`src/rtl/mbscore_lsu.sv`:
```
// mbscore_lsu: load/store unit for the mbscore pipeline.
// It takes the execute-stage effective address and runs one data-bus
// transaction per memory op. It formats store lanes, extends load data and
// reports a single writeback pulse. A watchdog flags a bus that never acks.
// Optional build macro MBSCORE_LSU_MISALIGN_TRAP_EN traps misaligned
// halfword/word accesses instead of issuing them on the bus.
module mbscore_lsu #(
  parameter int DATA_WIDTH     = 32,
  parameter int ADDR_WIDTH     = 32,
  parameter int REG_ADDR_WIDTH = 5,
  parameter int TIMEOUT_CYCLES = 255
) (
  input  logic                      clk,
  input  logic                      rst_n,
  input  logic                      ex_valid,
  input  logic [3:0]                ex_mem_op,
  input  logic [ADDR_WIDTH-1:0]     ex_addr,
  input  logic [DATA_WIDTH-1:0]     ex_store_data,
  input  logic [REG_ADDR_WIDTH-1:0] ex_rd,
  output logic                      in_ready,
  output logic                      bus_req,
  output logic                      bus_we,
  output logic [ADDR_WIDTH-1:0]     bus_addr,
  output logic [3:0]                bus_be,
  output logic [DATA_WIDTH-1:0]     bus_wdata,
  input  logic                      bus_ack,
  input  logic [DATA_WIDTH-1:0]     bus_rdata,
  output logic                      wb_valid,
  output logic                      wb_we,
  output logic [REG_ADDR_WIDTH-1:0] wb_rd,
  output logic [DATA_WIDTH-1:0]     wb_data,
  output logic                      bus_err,
  output logic                      misalign_err,
  output logic [ADDR_WIDTH-1:0]     err_addr
);

  localparam logic [3:0] OP_LB  = 4'd1;
  localparam logic [3:0] OP_LBU = 4'd2;
  localparam logic [3:0] OP_LH  = 4'd3;
  localparam logic [3:0] OP_LHU = 4'd4;
  localparam logic [3:0] OP_LW  = 4'd5;
  localparam logic [3:0] OP_SB  = 4'd9;
  localparam logic [3:0] OP_SH  = 4'd10;
  localparam logic [3:0] OP_SW  = 4'd11;

  // The watchdog counts from 0, so the last legal WAIT cycle sees LIMIT-1.
  localparam logic [7:0] TO_LAST = 8'(TIMEOUT_CYCLES - 1);

  typedef enum logic [1:0] {
    ST_IDLE = 2'd0,
    ST_WAIT = 2'd1,
    ST_DONE = 2'd2
  } state_t;

  state_t state, state_nxt;

  logic                      vld_p0;
  logic                      misalign_p0;
  logic                      ack_hit;
  logic                      to_hit;
  logic [7:0]                to_cnt;
  logic [3:0]                op_p1;
  logic [ADDR_WIDTH-1:0]     addr_p1;
  logic [REG_ADDR_WIDTH-1:0] rd_p1;

  function automatic logic op_known(input logic [3:0] op);
    case (op)
      OP_LB, OP_LBU, OP_LH, OP_LHU, OP_LW, OP_SB, OP_SH, OP_SW: return 1'b1;
      default: return 1'b0;
    endcase
  endfunction

  function automatic logic [3:0] lane_be(input logic [3:0] op, input logic [1:0] a);
    case (op)
      OP_LB, OP_LBU, OP_SB: return 4'b0001 << a;
      OP_LH, OP_LHU, OP_SH: return a[1] ? 4'b1100 : 4'b0011;
      default:              return 4'b1111;
    endcase
  endfunction

  // Replicate the store operand across every lane it could land in.
  function automatic logic [DATA_WIDTH-1:0] store_fmt(input logic [3:0] op,
                                                      input logic [DATA_WIDTH-1:0] d);
    case (op)
      OP_SB:   return {4{d[7:0]}};
      OP_SH:   return {2{d[15:0]}};
      OP_SW:   return d;
      default: return '0;
    endcase
  endfunction

  // Pick the addressed lane out of the read word and extend it to 32 bits.
  function automatic logic [DATA_WIDTH-1:0] load_ext(input logic [3:0] op,
                                                     input logic [1:0] a,
                                                     input logic [DATA_WIDTH-1:0] rd);
    logic [7:0]  b;
    logic [15:0] h;
    case (a)
      2'd0:    b = rd[7:0];
      2'd1:    b = rd[15:8];
      2'd2:    b = rd[23:16];
      default: b = rd[31:24];
    endcase
    h = a[1] ? rd[31:16] : rd[15:0];
    case (op)
      OP_LB:   return {{24{b[7]}}, b};
      OP_LBU:  return {24'd0, b};
      OP_LH:   return {{16{h[15]}}, h};
      OP_LHU:  return {16'd0, h};
      OP_LW:   return rd;
      default: return '0;
    endcase
  endfunction

`ifdef MBSCORE_LSU_MISALIGN_TRAP_EN
  function automatic logic misaligned(input logic [3:0] op, input logic [1:0] a);
    case (op)
      OP_LH, OP_LHU, OP_SH: return a[0];
      OP_LW, OP_SW:         return |a;
      default:              return 1'b0;
    endcase
  endfunction

  assign misalign_p0 = misaligned(ex_mem_op, ex_addr[1:0]);
`else
  assign misalign_p0 = 1'b0;
`endif

  assign in_ready = (state == ST_IDLE);

  // Next-state decode plus the one-cycle events that drive the output registers.
  always_comb begin
    state_nxt = state;
    vld_p0    = 1'b0;
    ack_hit   = 1'b0;
    to_hit    = 1'b0;
    case (state)
      ST_IDLE: begin
        if (ex_valid && op_known(ex_mem_op)) begin
          vld_p0    = 1'b1;
          state_nxt = misalign_p0 ? ST_DONE : ST_WAIT;
        end
      end
      ST_WAIT: begin
        // An ack on the limit cycle still completes the access.
        if (bus_ack) begin
          ack_hit   = 1'b1;
          state_nxt = ST_DONE;
        end else if (to_cnt == TO_LAST) begin
          to_hit    = 1'b1;
          state_nxt = ST_IDLE;
        end
      end
      ST_DONE: state_nxt = ST_IDLE;
      default: state_nxt = ST_IDLE;
    endcase
  end

  // FSM state register.
  always_ff @(posedge clk or negedge rst_n) begin
    if (!rst_n) state <= ST_IDLE;
    else        state <= state_nxt;
  end

  // ---- stage p0 -> p1: capture the accepted op for use during WAIT ----
  // Operand latch; only read while an op is in flight, so it needs no reset.
  always_ff @(posedge clk) begin
    if (vld_p0) begin
      op_p1   <= ex_mem_op;
      addr_p1 <= ex_addr;
      rd_p1   <= ex_rd;
    end
  end

  // ---- stage p1 -> p2: bus request, watchdog, writeback and error reporting ----
  // Registered bus/writeback/error outputs and the timeout counter.
  always_ff @(posedge clk or negedge rst_n) begin
    if (!rst_n) begin
      bus_req      <= 1'b0;
      bus_we       <= 1'b0;
      bus_addr     <= '0;
      bus_be       <= '0;
      bus_wdata    <= '0;
      wb_valid     <= 1'b0;
      wb_we        <= 1'b0;
      wb_rd        <= '0;
      wb_data      <= '0;
      bus_err      <= 1'b0;
      misalign_err <= 1'b0;
      err_addr     <= '0;
      to_cnt       <= '0;
    end else begin
      wb_valid     <= 1'b0;
      bus_err      <= 1'b0;
      misalign_err <= 1'b0;
      if (vld_p0) begin
        to_cnt <= '0;
        if (misalign_p0) begin
          misalign_err <= 1'b1;
          err_addr     <= ex_addr;
        end else begin
          bus_req   <= 1'b1;
          bus_we    <= ex_mem_op[3];
          bus_addr  <= {ex_addr[ADDR_WIDTH-1:2], 2'b00};
          bus_be    <= lane_be(ex_mem_op, ex_addr[1:0]);
          bus_wdata <= store_fmt(ex_mem_op, ex_store_data);
        end
      end
      if (ack_hit) begin
        bus_req  <= 1'b0;
        wb_valid <= 1'b1;
        wb_we    <= ~op_p1[3];
        wb_rd    <= rd_p1;
        wb_data  <= op_p1[3] ? '0 : load_ext(op_p1, addr_p1[1:0], bus_rdata);
      end else if (to_hit) begin
        bus_req  <= 1'b0;
        bus_err  <= 1'b1;
        err_addr <= addr_p1;
      end else if (state == ST_WAIT) begin
        to_cnt <= to_cnt + 8'd1;
      end
    end
  end

endmodule
```
`config.mk`:
```
export PLATFORM = sky130hd
export DESIGN_NAME = mbscore_lsu
export DESIGN_NICKNAME = d
export VERILOG_FILES = /design/src/rtl/mbscore_lsu.sv
export SDC_FILE = /design/constraint.sdc
export NUM_CORES = 1
export LEC_CHECK = 0
export ABC_AREA = 1
export CORE_MARGIN = 2
export CORE_UTILIZATION = 51
export CTS_CLUSTER_SIZE = 14
export DETAILED_ROUTE_END_ITERATION = 10
export PLACE_DENSITY = 0.86
export SYNTH_ARGS = -nofsm -noshare
export SYNTH_HDL_FRONTEND = slang
export SYNTH_SLANG_ARGS = --single-unit
```
`constraint.sdc`:
```
create_clock -name clk -period 5.2 [get_ports clk]
set_clock_uncertainty 0.2 [all_clocks]
set_input_delay 1.3 -clock clk [delete_from_list [all_inputs] [get_ports clk]]
set_output_delay 1.3 -clock clk [all_outputs]
set_load 0.005 [all_outputs]
```
==> run summary <==
- result of the run: finished clean
- share of power burned in registers: 46.1%
- maximum VDD drop: 0.0002498 V
- max-slew violation count: 0
- wirelength, routed: 23190 µm
- sequential standard cell area: 4985 µm²
- Worst Hold Depth: 2
- arrival time of the worst setup path: 3560 ps
- Root Buffer: sky130_fd_sc_hd__clkbuf_16
- fraction of power consumed by the clock network: 31.7%
- sw frac: 28.32%
- net switching component of the power: 1.169 mW
- clk_lat worst skew: 430 ps
- number of warnings reported in the yosys synthesis log: 0
- RR Endpoint: wb_data[31]$_DFFE_PN0P_
- origin of the critical flop-to-flop path: addr_p1[1]$_DFFE_PP_
- 1st-iter DRT viols: 695
- TritonCTS clock tree: done
- # H-tree levels: 4
- post-detailed-route count of antenna-violating nets: 0
- Placed Area: 11010 µm²
- Combinational Power Share: 22.1%
- area of the multi-input gates: 2969 µm²
- fillers: 1205
- ratio of cells with drive above 1 in the final layout: 5.044%
- utilization after layout: 72.58%
- first-pass GRT wire length: 37360 µm
- area overhead of the layout relative to synthesis: 38.10%
- kind of path behind the tightest hold check: reg -> reg
- pin count of the biggest net entering global routing: 94
- count of unresolved DRC violations after routing: 0
- final cell area excluding filler cells: 11610 µm²
- synthesized flop and latch total: 191
- number of rows created at floorplan: 46
- number of violations of the max-capacitance limit: 0
- setup repair bufs after CTS: 0
- antenna violations before repair: 0
- highest achievable clock rate: 290.6 MHz
- area of the mapped netlist: 8409 µm²
- Final WS setup: 1759 ps
- setup_tns: 0 ps
- width of the die: 132.4 µm
- Top-Level Pins: 253
- overall power consumption: 4.129 mW
- vias after detailed routing: 7543
- CTS sink count: 191
- Routed WL per cell: 15.83 µm
- clock buffer count from CTS: 17
- core region area: 16000 µm²
- Die Area: 17530 µm²
- hold path startpoint: addr_p1[12]$_DFFE_PP_
- kind of start point of the critical path: primary input
- Post-synth EDFFs: 41
- setup repair after global routing missed its margin: false
- Worst Hold Endpoint: err_addr[12]$_DFFE_PN0P_
- Setup violations, final: 0
- via-per-instance ratio: 5.149
- Hold Vio Cnt, Final: 0
- slew at the pin with the worst max-slew slack: 1015 ps
- Top FF cell, synth: sky130_fd_sc_hd__dfrtp_1
- R2R depth: 9
- Place WS: 1312 ps
- sequential area share after synthesis: 59.28%
- number of global-route vias before repair: 7297
- Post-DP HPWL: 16450 µm
- overall track demand over capacity in global routing: 26.94%
- largest driver fanout on the critical path: 87
- post-synthesis async set-or-reset flop share: 78.53%
- internal power of the cells: 2.959 mW
- time the final worst path needs with I/O delays and setup: 3441 ps
- count of TritonRoute iterations in the first routing pass: 8
- endpoint kind of the worst setup timing path: flop
- # port buffers: 249
- clock buffer depth: 2
- worst slew margin relative to its limit: 32.29%
- Mean Syn Cell Area: 8.426 µm²
- post-cts resize count: 0
- total congestion overflow after global routing: 0
- clock edge transition at the registers on the reported setup and hold paths: 70 ps
- cell leakage power: 5.736 nW
- worst endpoint required time: 5320 ps
- effective utilization at floorplan: 52.56%
- die extent in y: 132.4 µm
- diode insertion count for antenna repair: 0
- number of distinct library cells after synthesis: 26
- power density over the cells: 355.5 nW/µm²
- flop-to-flop setup slack: 2600 ps
- weighted congestion at the end of routability-driven global placement: 0.8729
- share of the cycle needed by the critical path after routing: 66.17%
- layout net count: 1347
- post-cts hold buffer count: 0
- cells after synthesis: 998
- worst setup path category: in -> reg
-- synthesized netlist by cell type, types with 9 or more instances --
master | instances | area (µm²)
sky130_fd_sc_hd__nand4_1 | 9 | 56.30
sky130_fd_sc_hd__buf_2 | 18 | 90.09
sky130_fd_sc_hd__dfrtp_1 | 150 | 3754
sky130_fd_sc_hd__edfxtp_1 | 41 | 1231
sky130_fd_sc_hd__buf_4 | 11 | 82.58
sky130_fd_sc_hd__a21oi_1 | 30 | 150.1
sky130_fd_sc_hd__o21ai_0 | 46 | 230.2
sky130_fd_sc_hd__nand3_1 | 39 | 195.2
sky130_fd_sc_hd__nand2_1 | 499 | 1873
sky130_fd_sc_hd__nor2_1 | 56 | 210.2
sky130_fd_sc_hd__inv_1 | 49 | 183.9
-- final cells by class --
class / count / share of cell area [%]
flip-flops and latches: 191 / 42.92
multi-input cells: 712 / 25.57
repair buffers: 259 / 22.23
clock buffers: 18 / 3.695
well taps: 216 / 2.327
inverters: 55 / 1.788
clock inverters: 14 / 1.476
-- power by group through the flow --
| stage | logic, mW | clock network (mW) | registers [mW] |
|---|---|---|---|
| 2_1_floorplan | 0.317 | 0 | 1.92 |
| 3_3_place_gp | 0.887 | 0 | 1.93 |
| 3_5_place_dp | 0.917 | 0 | 1.92 |
| 4_1_cts | 0.924 | 1.32 | 1.90 |
| 5_1_grt | 1.00 | 1.38 | 1.93 |
| 6_report | 0.914 | 1.31 | 1.90 |
-- registers in the layout (all words and copies together), names as in the netlist, 5 cells and up --
name,count
addr_p1,32
to_cnt,8
err_addr,32
bus_addr,30
bus_wdata,32
rd_p1,5
wb_data,32
wb_rd,5
-- cells by family (layout without fill, tap and decap cells) --
kind of cell | count (synthesis) | after routing | synth area share [%]
DFF | 191 | 191 | 59.28
other | 1 | 3 | 0.04459
and+or+nand+nor | 618 | 618 | 29.22
AOI/OAI and AO/OA | 89 | 89 | 5.624
adders and majority gates | 2 | 2 | 0.2975
buffers and inverters | 97 | 346 | 5.535
-- critical path, stage by stage --
cell and delay (ps):
sky130_fd_sc_hd__clkdlybuf4s50_1 830, sky130_fd_sc_hd__inv_1 150, sky130_fd_sc_hd__nand2_1 100, sky130_fd_sc_hd__nand2_1 60, sky130_fd_sc_hd__nand2_2 80, sky130_fd_sc_hd__buf_4 670
sky130_fd_sc_hd__a21oi_1 130, sky130_fd_sc_hd__a21o_1 200
-- metal layers --
| layer | share of wire, % | global-route usage, % | vias up |
|---|---|---|---|
| li1 | - | - | 3615 |
| met5 | 0 | 0 | - |
| met2 | 48 | 44.30 | 372 |
| met1 | 40 | 33.92 | 3501 |
| met4 | 3.5 | 11.95 | 0 |
| met3 | 8.3 | 6.782 | 55 |
-- worst max path at each step --
stage                 start                         to
6_report       ex_mem_op[1]  bus_wdata[14]$_DFFE_PN0P_
5_1_grt        ex_mem_op[1]  bus_wdata[29]$_DFFE_PN0P_
4_1_cts        ex_mem_op[1]  bus_wdata[14]$_DFFE_PN0P_
3_5_place_dp   ex_mem_op[1]  bus_wdata[19]$_DFFE_PN0P_
3_3_place_gp   ex_mem_op[1]  bus_wdata[14]$_DFFE_PN0P_
2_1_floorplan  ex_mem_op[0]       addr_p1[0]$_DFFE_PP_
-- metrics by stage --
step                hold WS, ps  cells
global route              272.6   1465
detailed placement        232.1   1433
floorplan                 218.4   1000
global placement          226.5   1433
CTS                       250.0   1465
finish                    247.6   1465
-- cell usage in the layout (no fill, tap or decap), types with 17 or more instances in the layout --
cell | Yosys | layout
sky130_fd_sc_hd__o21ai_0 | 46 | 46
sky130_fd_sc_hd__nor2_1 | 56 | 55
sky130_fd_sc_hd__nand3_1 | 39 | 39
sky130_fd_sc_hd__a21oi_1 | 30 | 30
sky130_fd_sc_hd__inv_1 | 49 | 49
sky130_fd_sc_hd__nand2_1 | 499 | 499
sky130_fd_sc_hd__dfrtp_1 | 150 | 150
sky130_fd_sc_hd__clkbuf_16 | 0 | 17
sky130_fd_sc_hd__clkdlybuf4s50_1 | 0 | 248
sky130_fd_sc_hd__edfxtp_1 | 41 | 41
(Power assumes the default switching activity.)
==> RTL change, RTL diff (same settings) <==
The parameter `ADDR_WIDTH` goes from 32 to 64.
--- a/src/rtl/mbscore_lsu.sv
+++ b/src/rtl/mbscore_lsu.sv
@@ -6,7 +6,7 @@
 // halfword/word accesses instead of issuing them on the bus.
 module mbscore_lsu #(
   parameter int DATA_WIDTH     = 32,
-  parameter int ADDR_WIDTH     = 32,
+  parameter int ADDR_WIDTH     = 64,
   parameter int REG_ADDR_WIDTH = 5,
   parameter int TIMEOUT_CYCLES = 255
 ) (
Ports: changed (resized bus_addr, err_addr and ex_addr); port bits go from 253 to 349. No check against the original RTL was run, so the function may have changed too.
==> RTL change against the original RTL <==
- register-to-register slack gained 30 ps
- first-iteration DRC count grew 1.9%
- cell area rose by 41%
- worst setup slack lost 260 ps
- total power up 53%
- routed wire length up 43%
- sequential cell count increased by 96
- utilization increased by 0.060 points
- worst hold slack lost 4.0 ps
- area after synthesis rose by 39%
- critical path type unchanged
- largest cell class unchanged
==> RTL change: results (changes against the original RTL) <==
Placement
  • Worst slack, placed: 1010 ps (-306 ps)
  • GPL Wtd Cong: 0.858 (-1.7%)
  • Dpl cells: 1882 (+31%)
  • Post-DP HPWL: 22300 µm (+36%)
  • # port buffers: 345 (+39%)

Pwr
  • Maximum VDD drop: 0.000262 V (+4.8%)
  • P_leak: 7.90 nW (+38%)

Clocking
  • Clock latency on the worst-skew pair: 550 ps (+120 ps)
  • Maximum clock path buffer count: 3 (+1)
  • H-tree levels: 1 (-3)
  • Inserted Clock Buffers: 30 (+13)

Route
  • DR WL/cell: 17.1 µm (+7.7%)
  • Vias after detailed routing: 10100 (+34%)
  • Pre-Repair DR Iteration Count: 5 (-3)
  • Avg Vias per Cell: 5.21 (+1.1%)
  • Iteration-0 DRC Markers: 708 (+1.9%)

Global route
  • Initial antenna violation count: 1 (+1)
  • Global-route wire length before repair: 52100 µm (+39%)
  • Pin count of the biggest net entering global routing: 103 (+9.6%)
  • Total GRT Usage: 27.1% (+0.15 points)

Hold path
  • Hold path start: addr_p1[14]$_DFFE_PP_
  • Hold Crit Endpoint: err_addr[14]$_DFFE_PN0P_

STA
  • Hold slack: 244 ps (-4.02 ps)
  • Rel. slew slack: 37.8% (+5.5 points)

Synth
  • Syn. warnings: 0 (unchanged)
  • Number of synthesized flops with an enable pin: 73 (+78%)
  • Post-synthesis async set-or-reset flop share: 74.6% (-4.0 points)
  • Commonest cells post-synth: nand2_1, dfrtp_1, edfxtp_1
  • Cells after Synth: 1295 (+30%)
  • Adder-cell share of the synthesized area: 0.214% (-0.084 points)
  • Synth area leaders: dfrtp_1, nand2_1, edfxtp_1
  • XOR/XNOR Fraction of Synth Area: 0% (unchanged)
  • Compound-cell area share of the yosys netlist: 4.35% (-1.3 points)
  • Sequential fraction of the synthesis area: 64.5% (+5.2 points)

Setup path
  • Reg2reg setup slack: 2630 ps (+30 ps)
  • Critical-path maximum fanout: 71 (-18%)
  • Reg2Reg Depth: 8 (-1)
  • Reg2reg end: wb_data[21]$_DFFE_PN0P_

Run status
  • Status: completed

Layout
  • Final nets: 1772 (+32%)
  • Share of cells above drive strength 1: 5.20% (+0.16 points)
[RTL change: layer usage]
metal / GRT usage [%] / part of all wire (%)
met2: 46.0 / 49
met1: 33.7 / 38
met4: 10.9 / 4.2
met3: 6.27 / 8.7
met5: 0 / 0.039
[RTL change: how the worst max path moves through the flow]
stage	cells past startpoint	to	from	slack [ps]
3_3_place_gp	8	bus_we$_DFFE_PN0P_	ex_mem_op[3]	1090
3_5_place_dp	8	bus_wdata[28]$_DFFE_PN0P_	ex_mem_op[3]	1010
2_1_floorplan	8	addr_p1[0]$_DFFE_PP_	ex_mem_op[2]	1800
5_1_grt	9	bus_wdata[15]$_DFFE_PN0P_	ex_mem_op[3]	1320
6_report	9	bus_wdata[15]$_DFFE_PN0P_	ex_mem_op[3]	1500
4_1_cts	9	bus_wdata[15]$_DFFE_PN0P_	ex_mem_op[3]	1530
[RTL change: final cells by class]
cell class                      count  area [µm²]
Sequential cell                   287        7550
Fill cell                        1593        6170
Multi-Input combinational cell    906        3660
Timing Repair Buffer              359        3580
Clock buffer                       46         962
Tap cell                          285         357
Inverter                           45         174
Clock inverter                     10         120
[RTL change: per-stage QoR]
| stage | util [%] | area (µm²) |
|---|---|---|
| finish | 72.6 | 16400 |
| detailed placement | 67.8 | 15300 |
| global route | 72.6 | 16400 |
| floorplan | - | 11700 |
| global placement | 67.8 | 15300 |
| CTS | 72.6 | 16400 |
[RTL change: worst max-delay path, cell delays in order]
cell             delay (ps)
clkdlybuf4s50_1         790
nor2_1                  130
nand2_1                  80
nand2_1                  80
nand2_4                  90
buf_4                   500
buf_4                   670
nand2_1                 150
o21ai_1                 160
[RTL change: report_power, final]
group,leakage [nW],internal [mW],switching [mW]
Clock,0.533,1.37,0.899
Combinational,3.86,0.681,0.532
Sequential,3.50,2.63,0.192
Total,7.90,4.68,1.62
